[config.mk]
export PLATFORM = sky130hd
export DESIGN_NAME = jh_external_nbank_interleaved_fifo
export DESIGN_NICKNAME = d
export VERILOG_FILES = /design/src/rtl/jh_nbank_fifo_pkg.sv /design/src/rtl/jh_external_nbank_interleaved_fifo_prefetch_buf.sv /design/src/rtl/jh_external_nbank_interleaved_fifo.sv
export SDC_FILE = /design/constraint.sdc
export NUM_CORES = 1
export LEC_CHECK = 0
export CAP_MARGIN = 30
export CORE_UTILIZATION = 48
export DETAILED_ROUTE_END_ITERATION = 10
export GPL_TIMING_DRIVEN = 0
export PLACE_DENSITY_LB_ADDON = 0.12
export SLEW_MARGIN = 20
export SYNTH_ARGS = -nofsm -noshare
export SYNTH_HDL_FRONTEND = slang
export SYNTH_HIERARCHICAL = 1
export SYNTH_SLANG_ARGS = --single-unit
[constraint.sdc]
create_clock -name clk -period 3.6 [get_ports clk]
set_clock_uncertainty 0.05 [all_clocks]
set_input_delay 0.72 -clock clk [delete_from_list [all_inputs] [get_ports clk]]
set_output_delay 0.72 -clock clk [all_outputs]
set_load 0.005 [all_outputs]
[src/rtl/jh_nbank_fifo_pkg.sv]
// Shared helpers for the banked FIFO: pointer-to-bank and pointer-to-address decode,
// plus the prefetch occupancy type.
package jh_nbank_fifo_pkg;

  localparam int unsigned DEF_FIFO_DEPTH = 16;
  localparam int unsigned DEF_NUM_BANKS  = 2;
  localparam int unsigned DEF_BANK_BITS  = $clog2(DEF_NUM_BANKS);
  localparam int unsigned DEF_ADDR_BITS  =
    $clog2(DEF_FIFO_DEPTH / DEF_NUM_BANKS);

  typedef logic [1:0] pf_occ_t;

  // Low pointer bits select the bank so consecutive entries rotate.
  function automatic logic [31:0] bank_of(
    input logic [31:0] ptr,
    input int unsigned bank_bits = DEF_BANK_BITS
  );
    return ptr & ((32'd1 << bank_bits) - 32'd1);
  endfunction

  function automatic logic [31:0] addr_of(
    input logic [31:0] ptr,
    input int unsigned bank_bits = DEF_BANK_BITS,
    input int unsigned addr_bits = DEF_ADDR_BITS
  );
    return (ptr >> bank_bits) & ((32'd1 << addr_bits) - 32'd1);
  endfunction

endpackage

[src/rtl/jh_external_nbank_interleaved_fifo_prefetch_buf.sv]
// Two-entry registered skid buffer that absorbs RAM read data ahead of the consumer.
// Head entry drives the output directly, so there is no path from the load port.
module jh_fifo_prefetch_buf
  import jh_nbank_fifo_pkg::*;
#(
  parameter int DATA_WIDTH = 8
) (
  input  logic                  clk,
  input  logic                  rst,
  input  logic                  flush,
  input  logic                  load,
  input  logic [DATA_WIDTH-1:0] load_data,
  output logic [DATA_WIDTH-1:0] out_data,
  output logic                  out_valid,
  input  logic                  out_ready,
  output pf_occ_t               occ
);

  logic [DATA_WIDTH-1:0] e0_q, e0_d;
  logic [DATA_WIDTH-1:0] e1_q, e1_d;
  pf_occ_t               occ_q, occ_d;
  logic                  pop;
  logic                  do_both, do_pop, do_load;

  assign pop     = (occ_q != 2'd0) && out_ready;
  assign do_both = !flush && pop && load;
  assign do_pop  = !flush && pop && !load;
  assign do_load = !flush && !pop && load;

  always_comb begin
    e0_d  = e0_q;
    e1_d  = e1_q;
    occ_d = occ_q;
    unique case (1'b1)
      flush: occ_d = 2'd0;
      do_both: begin
        if (occ_q == 2'd2) begin
          e0_d = e1_q;
          e1_d = load_data;
        end else begin
          e0_d = load_data;
        end
      end
      do_pop: begin
        e0_d  = e1_q;
        occ_d = occ_q - 2'd1;
      end
      do_load: begin
        if (occ_q == 2'd0) e0_d = load_data;
        else               e1_d = load_data;
        occ_d = occ_q + 2'd1;
      end
      default: ;
    endcase
  end

  always_ff @(posedge clk or posedge rst) begin
    if (rst) begin
      e0_q  <= '0;
      e1_q  <= '0;
      occ_q <= 2'd0;
    end else begin
      e0_q  <= e0_d;
      e1_q  <= e1_d;
      occ_q <= occ_d;
    end
  end

  assign out_data  = e0_q;
  assign out_valid = (occ_q != 2'd0);
  assign occ       = occ_q;

endmodule

[src/rtl/jh_external_nbank_interleaved_fifo.sv]
// Valid/ready FIFO over NUM_BANKS external single-port RAMs, entries interleaved by bank.
// Optional sticky ovf_err/udf_err outputs under JH_NBANK_FIFO_ERR_FLAGS_EN.
module jh_external_nbank_interleaved_fifo
  import jh_nbank_fifo_pkg::*;
#(
  parameter int DATA_WIDTH = 8,
  parameter int FIFO_DEPTH = 16,
  parameter int NUM_BANKS  = 2
) (
  input  logic                  clk,
  input  logic                  rst,
  input  logic                  clear,
  input  logic [DATA_WIDTH-1:0] in_data,
  input  logic                  in_valid,
  output logic                  in_ready,
  output logic [DATA_WIDTH-1:0] out_data,
  output logic                  out_valid,
  input  logic                  out_ready,
  output logic [$clog2(FIFO_DEPTH):0] count,
  output logic [NUM_BANKS*$clog2(FIFO_DEPTH/NUM_BANKS)-1:0] mem_addr,
  output logic [NUM_BANKS*DATA_WIDTH-1:0] mem_din,
  output logic [NUM_BANKS-1:0]  mem_wr_en,
  output logic [NUM_BANKS-1:0]  mem_rd_en,
  input  logic [NUM_BANKS*DATA_WIDTH-1:0] mem_dout
`ifdef JH_NBANK_FIFO_ERR_FLAGS_EN
  ,
  output logic                  ovf_err,
  output logic                  udf_err
`endif
);

  localparam int unsigned PW = $clog2(FIFO_DEPTH) + 1;
  localparam int unsigned BB = $clog2(NUM_BANKS);
  localparam int unsigned AW = $clog2(FIFO_DEPTH / NUM_BANKS);
  localparam int unsigned DW = DATA_WIDTH;

  logic [PW-1:0] wr_ptr_q, wr_ptr_d;
  logic [PW-1:0] rd_ptr_q, rd_ptr_d;
  logic [PW-1:0] pop_ptr_q, pop_ptr_d;
  logic          ifl_q, ifl_d;
  logic [BB-1:0] ifl_bank_q, ifl_bank_d;

  logic [BB-1:0] wr_bank, rd_bank;
  logic [AW-1:0] wr_addr, rd_addr;
  logic          push, pop, rd_issue;
  logic          credit_ok;
  pf_occ_t       occ;

  assign wr_bank = BB'(bank_of(32'(wr_ptr_q), BB));
  assign rd_bank = BB'(bank_of(32'(rd_ptr_q), BB));
  assign wr_addr = AW'(addr_of(32'(wr_ptr_q), BB, AW));
  assign rd_addr = AW'(addr_of(32'(rd_ptr_q), BB, AW));

  assign count    = wr_ptr_q - pop_ptr_q;
  assign in_ready = (count < PW'(FIFO_DEPTH));
  assign push     = in_valid && in_ready && !clear;
  assign pop      = out_valid && out_ready && !clear;

  // A same-cycle pop frees a buffer slot, which keeps reads flowing at 1/cycle.
  assign credit_ok = ({1'b0, occ} + {2'b00, ifl_q}) < ({2'b00, pop} + 3'd2);
  assign rd_issue  = !clear && (rd_ptr_q != wr_ptr_q) && credit_ok &&
                     !(push && (rd_bank == wr_bank));

  always_comb begin
    mem_wr_en = '0;
    mem_rd_en = '0;
    mem_addr  = '0;
    mem_din   = '0;
    if (push) begin
      mem_wr_en[wr_bank]              = 1'b1;
      mem_addr[int'(wr_bank)*AW +: AW] = wr_addr;
      mem_din[int'(wr_bank)*DW +: DW]  = in_data;
    end
    if (rd_issue) begin
      mem_rd_en[rd_bank]              = 1'b1;
      mem_addr[int'(rd_bank)*AW +: AW] = rd_addr;
    end
  end

  always_comb begin
    wr_ptr_d   = wr_ptr_q + PW'(push);
    rd_ptr_d   = rd_ptr_q + PW'(rd_issue);
    pop_ptr_d  = pop_ptr_q + PW'(pop);
    ifl_d      = rd_issue;
    ifl_bank_d = rd_issue ? rd_bank : ifl_bank_q;
    if (clear) begin
      wr_ptr_d   = '0;
      rd_ptr_d   = '0;
      pop_ptr_d  = '0;
      ifl_d      = 1'b0;
      ifl_bank_d = '0;
    end
  end

  always_ff @(posedge clk or posedge rst) begin
    if (rst) begin
      wr_ptr_q   <= '0;
      rd_ptr_q   <= '0;
      pop_ptr_q  <= '0;
      ifl_q      <= 1'b0;
      ifl_bank_q <= '0;
    end else begin
      wr_ptr_q   <= wr_ptr_d;
      rd_ptr_q   <= rd_ptr_d;
      pop_ptr_q  <= pop_ptr_d;
      ifl_q      <= ifl_d;
      ifl_bank_q <= ifl_bank_d;
    end
  end

  jh_fifo_prefetch_buf #(
    .DATA_WIDTH(DATA_WIDTH)
  ) u_pf (
    .clk      (clk),
    .rst      (rst),
    .flush    (clear),
    .load     (ifl_q),
    .load_data(mem_dout[int'(ifl_bank_q)*DW +: DW]),
    .out_data (out_data),
    .out_valid(out_valid),
    .out_ready(out_ready),
    .occ      (occ)
  );

`ifdef JH_NBANK_FIFO_ERR_FLAGS_EN
  logic ovf_q, ovf_d;
  logic udf_q, udf_d;

  always_comb begin
    ovf_d = ovf_q | (in_valid & ~in_ready);
    udf_d = udf_q | (out_ready & ~out_valid);
    if (clear) begin
      ovf_d = 1'b0;
      udf_d = 1'b0;
    end
  end

  always_ff @(posedge clk or posedge rst) begin
    if (rst) begin
      ovf_q <= 1'b0;
      udf_q <= 1'b0;
    end else begin
      ovf_q <= ovf_d;
      udf_q <= udf_d;
    end
  end

  assign ovf_err = ovf_q;
  assign udf_err = udf_q;
`endif

endmodule
==> results.ini, run 1 <==
[outcome]
status=complete, no violations

[routing]
viasPerCell=5.373
dr.pass1.iters=4
drt_wl_total_mm=5.890
drt_iter0_drc=117
vias=2192
drt-wirelength-per-cell_um=14.44
drtAntennaViolNets=0
drc=0

[cts]
clkTransAtPathRegs_ns=0.08
cts_made_buffers=5
hold_buffers=0
h-tree-depth=2
cts_tree=built
cts_root_buf=clkbuf_8
cts_num_sinks=35
clock_latency_ns=0.29
cts_buffer_depth=2

[setup_path]
worstPathMaxFanout=4
criticalPathCategory=reg -> out
path_delay_family=adder cells
cp_slowest_cell=clkdlybuf4s50_1
crit_required_ns=2.83
cp_slowest_stage_delay_ns=0.50
startpoint_type=register
cp_num_buf_inv=2
cpMostUsedCell=ha_2
crit_arrival_ns=2.79
path_cells=inv_2, ha_2, fa_2, nor2b_2, o21ai_2, nand2b_4, xnor2_2, nor3b_4, ha_2, clkdlybuf4s50_1
end_kind=output port

[synthesis]
yosys_warnings=6
synth_edf_count=0
synth_top_cell_by_area=dfrtp_1
yosys-top-cells-count=35 x dfrtp_1, 24 x nand2_1, 17 x mux2_2, 16 x and2_1, 16 x nor2_1
syn_area_um2=2432
synthTopCellsByArea=dfrtp_1 36%, mux2_2 7.9%, ha_1 7.2%
async_flop_share_pct=100.0
synthesis.nets=296
synth_cells=252
ys_seq_elements=35
ys_seq_area_share_pct=36.01
synth_cell_types=44
synthMostInstantiatedCell=dfrtp_1
syn_avg_cell_area_um2=9.652
synth_top_area_share_pct=36.01
ys.flop_type=dfrtp_1

[timing]
fin_crit_ns=3.561
fin_crit_sh_pct=98.92
slew_headroom_pct=40.69
worstMarginPinSlew_ns=0.8829
slew_viol_final=0
fmax_ghz=0.2808
setup_violations=0
finalWorstSetupSlack_ns=0.03896
hold_viol=0
rsz0062_at_grt=true
setup_tns_ns=0

[die]
dieArea_um2=5356
die_h_um=73.19
die_w_um=73.19
ioPinCount=70
core-area_um2=4786
row_count=25
initial_utilization_pct=50.82

[global_route]
track_usage_pct=23.85
gr-total-overflow=0
grt_pass1_vias=2099
grt_max_degree=19
grt_pass1_wl_mm=9.611
antenna_found_initial=0

[finish]
num_antenna_cells=0
fin_nets=384
layout.cells.non_filler=408
drive_gt1_share_pct=18.48
area_growth_pct=42.80

[power]
p_leak_uw=0.001573
finalPower_uw=1264
peakVddDrop_mv=0.3368
p_per_area_nw_per_um2=364.0

[placement]
gp_congestion=0.7770
dpl.hpwl_mm=4.141
io_buffers=69
pre_cts_ws_ns=-0.2312
dp_cells=388

[run]
maxCapViolations=0

[hold_path]
hold_path.class=reg -> reg

## cell usage in the layout, fill, tap and decap left out, types with 2 or more instances in the layout
master	Yosys	final
a211o_1	8	8
a21oi_1	10	10
a22o_1	6	6
and2_1	16	16
buf_4	3	12
buf_6	1	4
clkbuf_1	8	8
clkbuf_8	0	5
clkdlybuf4s50_1	0	60
dfrtp_1	35	33
dfrtp_2	0	2
dlygate4sd2_1	0	2
dlymetal6s2s_1	0	6
ha_1	14	11
ha_2	0	3
inv_1	15	14
mux2_2	17	17
mux2i_4	1	2
nand2_1	24	24
nand3_1	6	6
nor2_1	16	15
nor2b_1	7	6
nor3b_1	2	2
o21a_1	8	8
o21ai_0	2	2
o21ai_1	4	2
o21ai_2	0	2
o22a_1	8	8
xnor2_1	12	11
xor2_1	7	7
## power by group
| group | switching, uW | total (uW) | internal [uW] | leakage [uW] |
|---|---|---|---|---|
| Sequential | 62.0 | 539 | 478 | 0.000450 |
| Combinational | 173 | 444 | 270 | 0.00108 |
| Clock | 146 | 281 | 135 | 0.0000412 |
| Total | 381 | 1260 | 883 | 0.00157 |
## registers in the layout, indices dropped and copies added (netlist names)
name           cells
ifl_bank_q         1
ifl_q              1
rd_ptr_q           5
u_pf/e1_q          8
u_pf/occ           2
pop_ptr_q          5
wr_ptr_q           5
u_pf/out_data      8
## stage by stage
step	area [um^2]	hold WS [ns]	utilization [%]
final	3473	0.4527	72.58
after global routing	3473	0.4922	72.58
after CTS	3378	0.4498	70.59
after detailed placement	3207	0.4321	67.01
after global placement	3207	0.4267	67.01
after floorplan	2432	0.4343	-
## kinds of logic (layout without fill, tap and decap cells)
family          Yosys count  after routing  share of synthesized area, %
flops                    35             35                         36.01
compound gates           52             52                         16.20
xor+xnor                 20             20                         7.510
buf+inv                  28            117                         5.092
simple gates             82             82                         17.54
fa+ha+maj                15             15                         8.025
mux                      20             20                         9.619
## layout make-up
class	instances	area, um^2
Multi-Input combinational cell	189	1494
Fill cell	363	1313
Sequential cell	35	878.3
Timing Repair Buffer	81	797.0
Tap cell	67	83.83
Buffer	13	78.83
Clock buffer	6	72.57
Inverter	15	56.30
Clock inverter	2	12.51
## per-layer routing
layer,GRT usage [%],wire length (um),vias to the layer above
met5,0,0,-
met4,9.368,121,0
met3,5.801,300,14
met2,38.89,2738,70
met1,30.42,2730,1063
li1,-,-,1045
## path summary, 6_finish.rpt
check / start / end / slack, ns / cells after the start
setup reg to reg: wr_ptr_q[0] / rd_ptr_q[4] / 0.69 / 15
hold reg to reg: u_pf/out_data[3] / u_pf/out_data[3] / 0.45 / 1
hold / removal: u_pf/out_data[3] / u_pf/out_data[3] / 0.45 / 1
max in group asynchronous: rst / u_pf/occ[0] / 2.17 / 2
min in group asynchronous: rst / ifl_q / 0.80 / 2
setup / recovery: wr_ptr_q[0] / mem_wr_en[1] / 0.04 / 10
## what timing repair did
item,CTS,global route
cloned,0,1
gates resized for setup,16,17
buffers inserted,5,6
endpoints found under the setup margin,26,26
pin swaps,5,5
Power figures use the tool's default switching activity.
==> run 2, diff against run 1 <==
CORE_UTILIZATION = 29   (was 48)
MAX_ROUTING_LAYER = met4   (was default)
SYNTH_HIERARCHICAL = default   (was 1)
==> run 2 against run 1 <==
Compared with the run above:
- design area is 5.1% lower
- combinational power down 25%
- global-route usage shrank 8.8 points
- first-iteration DRC count down 49%
- total power fell by 12%
- critical path type unchanged
- largest power group unchanged
==> results.ini, run 2 <==
[synthesis]
ys_seq_area_share_pct=40.60  ; +4.6 points
syn_area_um2=2157  ; -11%
synthTopCellsByArea=dfrtp_1 41%, ha_1 8.1%, mux2i_1 7.9%
syn_avg_cell_area_um2=9.986  ; +3.5%
synthesis.nets=260  ; -12%
yosys_warnings=0  ; -6
ys.flop_type=dfrtp_1
synthMostInstantiatedCell=dfrtp_1
synth_cell_types=33  ; -25%
synth_top_cell_by_area=dfrtp_1
synth_edf_count=0  ; unchanged
async_flop_share_pct=100.0  ; unchanged
yosys-top-cells-count=35 x dfrtp_1, 21 x inv_1, 17 x mux2i_1, 17 x nor2_1, 16 x and2_1
synth_cells=216  ; -14%
synth_top_area_share_pct=40.60  ; +4.6 points
ys_seq_elements=35  ; unchanged

[setup_path]
path_delay_family=adder cells
cp_slowest_stage_delay_ns=0.50  ; about the same
worstPathMaxFanout=4  ; unchanged
cp_num_buf_inv=2  ; unchanged
crit_arrival_ns=2.77  ; -0.02 ns
end_kind=output port
startpoint_type=register
cp_slowest_cell=clkdlybuf4s50_1
crit_required_ns=2.83  ; about the same
criticalPathCategory=reg -> out
path_cells=ha_4, fa_2, nand2b_4, a21oi_4, xor2_2, inv_2, nor2_2, ha_2, clkdlybuf4s50_1

[cts]
cts_root_buf=clkbuf_8
hold_buffers=0  ; unchanged
cts_buffer_depth=2  ; unchanged
cts_made_buffers=5  ; unchanged
cts_tree=built
clock_latency_ns=0.29  ; about the same
cts_num_sinks=35  ; unchanged
h-tree-depth=2  ; unchanged
clkTransAtPathRegs_ns=0.07  ; about the same

[power]
p_leak_uw=0.001553  ; -1.3%
peakVddDrop_mv=0.2438  ; -28%
p_per_area_nw_per_um2=337.3  ; -7.3%

[timing]
setup_violations=0  ; unchanged
slew_headroom_pct=56.46  ; +16 points
holdWs_ns=0.4331  ; -0.01953 ns
slew_viol_final=0  ; unchanged
hold_viol=0  ; unchanged
rsz0062_at_grt=true
fin_crit_ns=3.540  ; -0.02149 ns
worstMarginPinSlew_ns=0.6531  ; -0.2298 ns
finalWorstSetupSlack_ns=0.06045  ; +0.02149 ns
fin_crit_sh_pct=98.32  ; -0.60 points
fmax_ghz=0.2825  ; +0.61%

[placement]
dpl.hpwl_mm=3.764  ; -9.1%
gp_congestion=0.7060  ; -9.1%
io_buffers=69  ; unchanged
pre_cts_ws_ns=-0.6164  ; -0.3852 ns

[global_route]
track_usage_pct=15.01  ; -8.8 points
use_met3_pct=3.918  ; -1.9 points
gr-total-overflow=0  ; unchanged
grt-busiest-layer=met2
grt_pass1_vias=1828  ; -13%
grt_pass1_wl_mm=8.735  ; -9.1%
grtUsageMet2_pct=23.78  ; -15 points
grt_util_met1_pct=18.86  ; -12 points
grt_max_degree=28  ; +9
antenna_found_initial=0  ; unchanged

[finish]
fin_nets=362  ; -5.7%
area_growth_pct=52.78
multi_input_area_um2=1245  ; -17%
drive_gt1_share_pct=25.71  ; +7.2 points
num_antenna_cells=0  ; unchanged
final_common_cell=clkdlybuf4s50_1
final_cell_mix=44 x clkdlybuf4s50_1, 33 x dfrtp_1, 18 x inv_1
final-seq-area_um2=878.3  ; unchanged
fill_cells=735  ; +100%

[routing]
drt_wl_total_mm=5.282  ; -10%
viasPerCell=4.474  ; -17%
dr.pass1.iters=4  ; unchanged
drt-wirelength-per-cell_um=12.64  ; -12%
drc=0  ; unchanged
vias=1870  ; -15%
drtAntennaViolNets=0  ; unchanged
drt_iter0_drc=60  ; -49%

[outcome]
status=complete, no violations

[die]
ioPinCount=70  ; unchanged
core-area_um2=7214  ; +51%
row_count=31  ; +24%
dieArea_um2=7787  ; +45%
initial_utilization_pct=29.90  ; -21 points
die_w_um=88.25  ; +21%
die_h_um=88.25  ; +21%

[hold_path]
hold_path.class=reg -> reg

[run]
maxCapViolations=0  ; unchanged

run 2: changes by cell type in the layout (fill, tap and decap cells not counted), sizes merged, moves of 7 or more:
cell	change
buf	+18
clkdlybuf4s50	-16
mux2i	+14
nand2	-13
clkbuf	+9
a21oi	-8
o22a	-8
a211o	-7
inv	+7
mux2	-7
o21a	-7
run 2: cell families (layout without fill, tap and decap cells):
group | count (synthesis) | after routing | share of synthesized area (%)
DFF | 35 | 35 | 40.60
buffers and inverters | 31 | 134 | 5.568
xor gates and xnor gates | 19 | 19 | 7.715
adders and majority gates | 15 | 15 | 9.049
muxes | 27 | 27 | 13.11
and+or+nand+nor | 61 | 61 | 13.92
AOI/OAI and AO/OA | 28 | 28 | 10.04
run 2: metrics by stage:
stage	util [%]	std cells	total power, uW	TNS, ns	area (um^2)
3_3_place_gp	41.19	384	800.7	-11.61	2972
2_1_floorplan	-	216	625.9	0	2157
4_1_cts	45.30	414	1120	0	3268
5_1_grt	45.68	418	1184	-0.2715	3296
6_report	45.68	418	1111	0	3296
3_5_place_dp	41.47	385	806.6	-11.52	2992
run 2: what timing repair did:
action | CTS | global route
endpoints found under the setup margin | 27 | 21
buffers inserted | 18 | 5
resized for setup | 56 | 46
gates cloned | 3 | 0
pin swaps | 5 | 7
hold endpoints to repair | 0 | 0
run 2: worst min-delay path, delay by kind of cell, from the launching register on:
family / cells / cell delay [ns]
simple gates: 1 / 0.05
flops: 1 / 0.35
compound gates: 1 / 0.06
run 2: area by class of cell:
| type | instances | area share [%] |
|---|---|---|
| Timing Repair Buffer | 95 | 25.21 |
| Inverter | 22 | 2.506 |
| Sequential cell | 35 | 26.65 |
| Buffer | 9 | 1.519 |
| Multi-Input combinational cell | 150 | 37.78 |
| Clock buffer | 6 | 2.202 |
| Tap cell | 99 | 3.759 |
| Clock inverter | 2 | 0.3797 |
run 2: power breakdown:
| part | internal, uW | switching, uW |
|---|---|---|
| Clock | 135 | 149 |
| Combinational | 213 | 121 |
| Sequential | 457 | 35.9 |
| Total | 806 | 306 |
run 2: routing by layer:
layer / up-vias / routed length (um) / share of wire, %
met4: 0 / 67 / 1.3
met1: 886 / 2373 / 45
met5: - / 0 / 0
met3: 6 / 322 / 6.1
met2: 50 / 2518 / 48
li1: 928 / - / -
run 2: final timing paths:
check                              from                to  slack, ns  depth (start not counted)
min reg2reg                u_pf.e1_q[2]      u_pf.e1_q[2]       0.43                          2
min                        u_pf.e1_q[2]      u_pf.e1_q[2]       0.43                          2
max reg2reg                pop_ptr_q[0]       rd_ptr_q[4]       0.63                         14
min in group asynchronous           rst  u_pf.out_data[1]       0.61                          2
max in group asynchronous           rst             ifl_q       2.47                          3
max                        pop_ptr_q[0]      mem_wr_en[1]       0.06                          9
==> run 3, diff against run 2 <==
clock period = 4 ns   (was 3.6 ns; I/O delays follow)
==> run 3 against run 2 <==
Compared with the run above:
- non-clock buffer count decreased by 15
- final cell count is 3.6% lower
- worst setup slack better by 0.069 ns
- combinational power shrank 15%
- critical path depth decreased by 1
- via count shrank 3.9%
- clock power decreased by 11%
- sequential cell count stayed put
- routed wire length fell by 5.3%
- total power decreased by 12%
- critical endpoint is now mem_addr[2]
- largest power group unchanged
==> results.ini, run 3 (same netlist as run 2, synthesis figures left out) <==
[finish]
fill_cells=744  ; +1.2%
drive_gt1_share_pct=14.14  ; -12 points
final_core_util_pct=44.36  ; -1.3 points
area_growth_pct=48.38
num_antenna_cells=0  ; unchanged
fin_nets=347  ; -4.1%
final_cell_mix=65 x clkdlybuf4s50_1, 34 x dfrtp_1, 19 x inv_1
final_common_cell=clkdlybuf4s50_1

[global_route]
gr-total-overflow=0  ; unchanged
grt_pass1_vias=1730  ; -5.4%
grt_pass1_wl_mm=8.204  ; -6.1%
track_usage_pct=14.10  ; -0.90 points
grt_max_degree=28  ; unchanged
antenna_found_initial=0  ; unchanged

[setup_path]
startpoint_type=primary input
path_delay_family=buffers and inverters
cp_slowest_cell=clkdlybuf4s50_1
cp.depth=8  ; -1
cp_num_buf_inv=4  ; +2
criticalPathCategory=in -> out
crit_arrival_ns=3.02  ; +0.25 ns
worstPathMaxFanout=6  ; +2
path_cells=dlygate4sd2_1, inv_2, or3_1, a211o_1, a311oi_4, buf_4, a32o_1, clkdlybuf4s50_1
cp_slowest_stage_delay_ns=0.50  ; about the same
crit_required_ns=3.15  ; +0.32 ns
end_kind=output port
r2r_cells=15  ; +1

[outcome]
status=complete, no violations

[routing]
vias=1798  ; -3.9%
drt_iter0_drc=61  ; +1.7%
drt-wirelength-per-cell_um=12.41  ; -1.8%
drc=0  ; unchanged
drtAntennaViolNets=0  ; unchanged
drt_wl_total_mm=5.000  ; -5.3%
viasPerCell=4.462  ; -0.27%
dr.pass1.iters=4  ; unchanged

[power]
p_comb_share_pct=29.0  ; -1.1 points
peakVddDrop_mv=0.2193  ; -10%
switchingPower_uw=266.9  ; -13%
power_frac_seq_pct=45.2  ; +0.8 points
p_per_area_nw_per_um2=307.3  ; -8.9%
finalPower_uw=983.4  ; -12%
intPower_uw=716.5  ; -11%
p_leak_uw=0.001476  ; -5.0%
switching_share_pct=27.14  ; -0.38 points
p_clk_share_pct=25.9  ; +0.3 points

[timing]
slew_viol_final=0  ; unchanged
finalWorstSetupSlack_ns=0.1290  ; +0.06854 ns
hold_viol=0  ; unchanged
fin_crit_ns=3.871
worstMarginPinSlew_ns=0.6509  ; -0.002134 ns
fin_crit_sh_pct=96.78
slew_headroom_pct=56.60  ; +0.14 points
setup_tns_ns=0  ; unchanged
fmax_ghz=0.2583
setup_violations=0  ; unchanged

[die]
ioPinCount=70  ; unchanged
row_count=31  ; unchanged
initial_utilization_pct=29.90  ; unchanged
dieArea_um2=7787  ; unchanged
core-area_um2=7214  ; unchanged
die_h_um=88.25  ; unchanged
die_w_um=88.25  ; unchanged

[cts]
clkTransAtPathRegs_ns=0.07  ; about the same
cts_made_buffers=5  ; unchanged
cts_buffer_depth=2  ; unchanged
cts_root_buf=clkbuf_8
h-tree-depth=2  ; unchanged
cts_num_sinks=35  ; unchanged
hold_buffers=0  ; unchanged
clock_latency_ns=0.29  ; about the same
cts_tree=built

[run]
maxCapViolations=0  ; unchanged

[placement]
gp_congestion=0.7060  ; unchanged
pre_cts_ws_ns=-0.3764  ; +0.2400 ns
io_buffers=69  ; unchanged
dpl.hpwl_mm=3.764  ; unchanged

[hold_path]
hold_path.class=reg -> reg
hold_depth=2  ; unchanged

==> run 3: power groups by stage <==
| stage | logic, uW | clock network (uW) | registers, uW |
|---|---|---|---|
| 2_1_floorplan | 112 | 0 | 451 |
| 3_3_place_gp | 270 | 0 | 450 |
| 3_5_place_dp | 273 | 0 | 452 |
| 4_1_cts | 284 | 264 | 445 |
| 5_1_grt | 316 | 278 | 454 |
| 6_report | 285 | 254 | 444 |
==> run 3: repair_timing <==
action                     CTS  global route
gates resized for setup     10             9
setup endpoints to repair   26            24
pin swaps                    2             2
setup buffers                4             4
gates cloned                 1             1
==> run 3: through the flow <==
step	cells	cell area, um^2	hold slack (ns)
3_3_place_gp	384	2972	0.4128
6_report	403	3201	0.4330
4_1_cts	398	3146	0.4382
2_1_floorplan	216	2157	0.3998
3_5_place_dp	385	2992	0.4202
5_1_grt	403	3201	0.4483
==> run 3: worst paths after layout <==
check | from | end | slack (ns)
max in group asynchronous | rst | pop_ptr_q[4] | 2.80
worst min register to register | u_pf.e1_q[2] | u_pf.e1_q[2] | 0.43
worst max register to register | wr_ptr_q[0] | rd_ptr_q[4] | 1.02
min in group asynchronous | rst | u_pf.out_data[1] | 0.69
worst max-delay path | out_ready | mem_addr[2] | 0.13
worst min-delay path | u_pf.e1_q[2] | u_pf.e1_q[2] | 0.43
==> run 3: tightest hold or removal path: stages (launching register included) <==
cell	delay [ns]
dfrtp_1	0.35
nand2_1	0.05
o21ai_0	0.06
==> run 3: per-layer routing <==
layer | part of all wire (%) | GRT usage [%]
met4 | 1.3 | 4.399
met5 | 0 | -
met1 | 46 | 18.03
met2 | 46 | 21.89
met3 | 6.0 | 3.638
==> run 3: cell type report <==
type,count,area (um^2),area share [%]
plain buffers,9,42.54,1.329
clock buffers,6,72.57,2.267
clock inverters,2,12.51,0.3909
inverters,22,82.58,2.580
multi-input cells,150,1196,37.37
flip-flops and latches,35,877.1,27.40
well taps,99,123.9,3.870
repair buffers,80,793.3,24.78
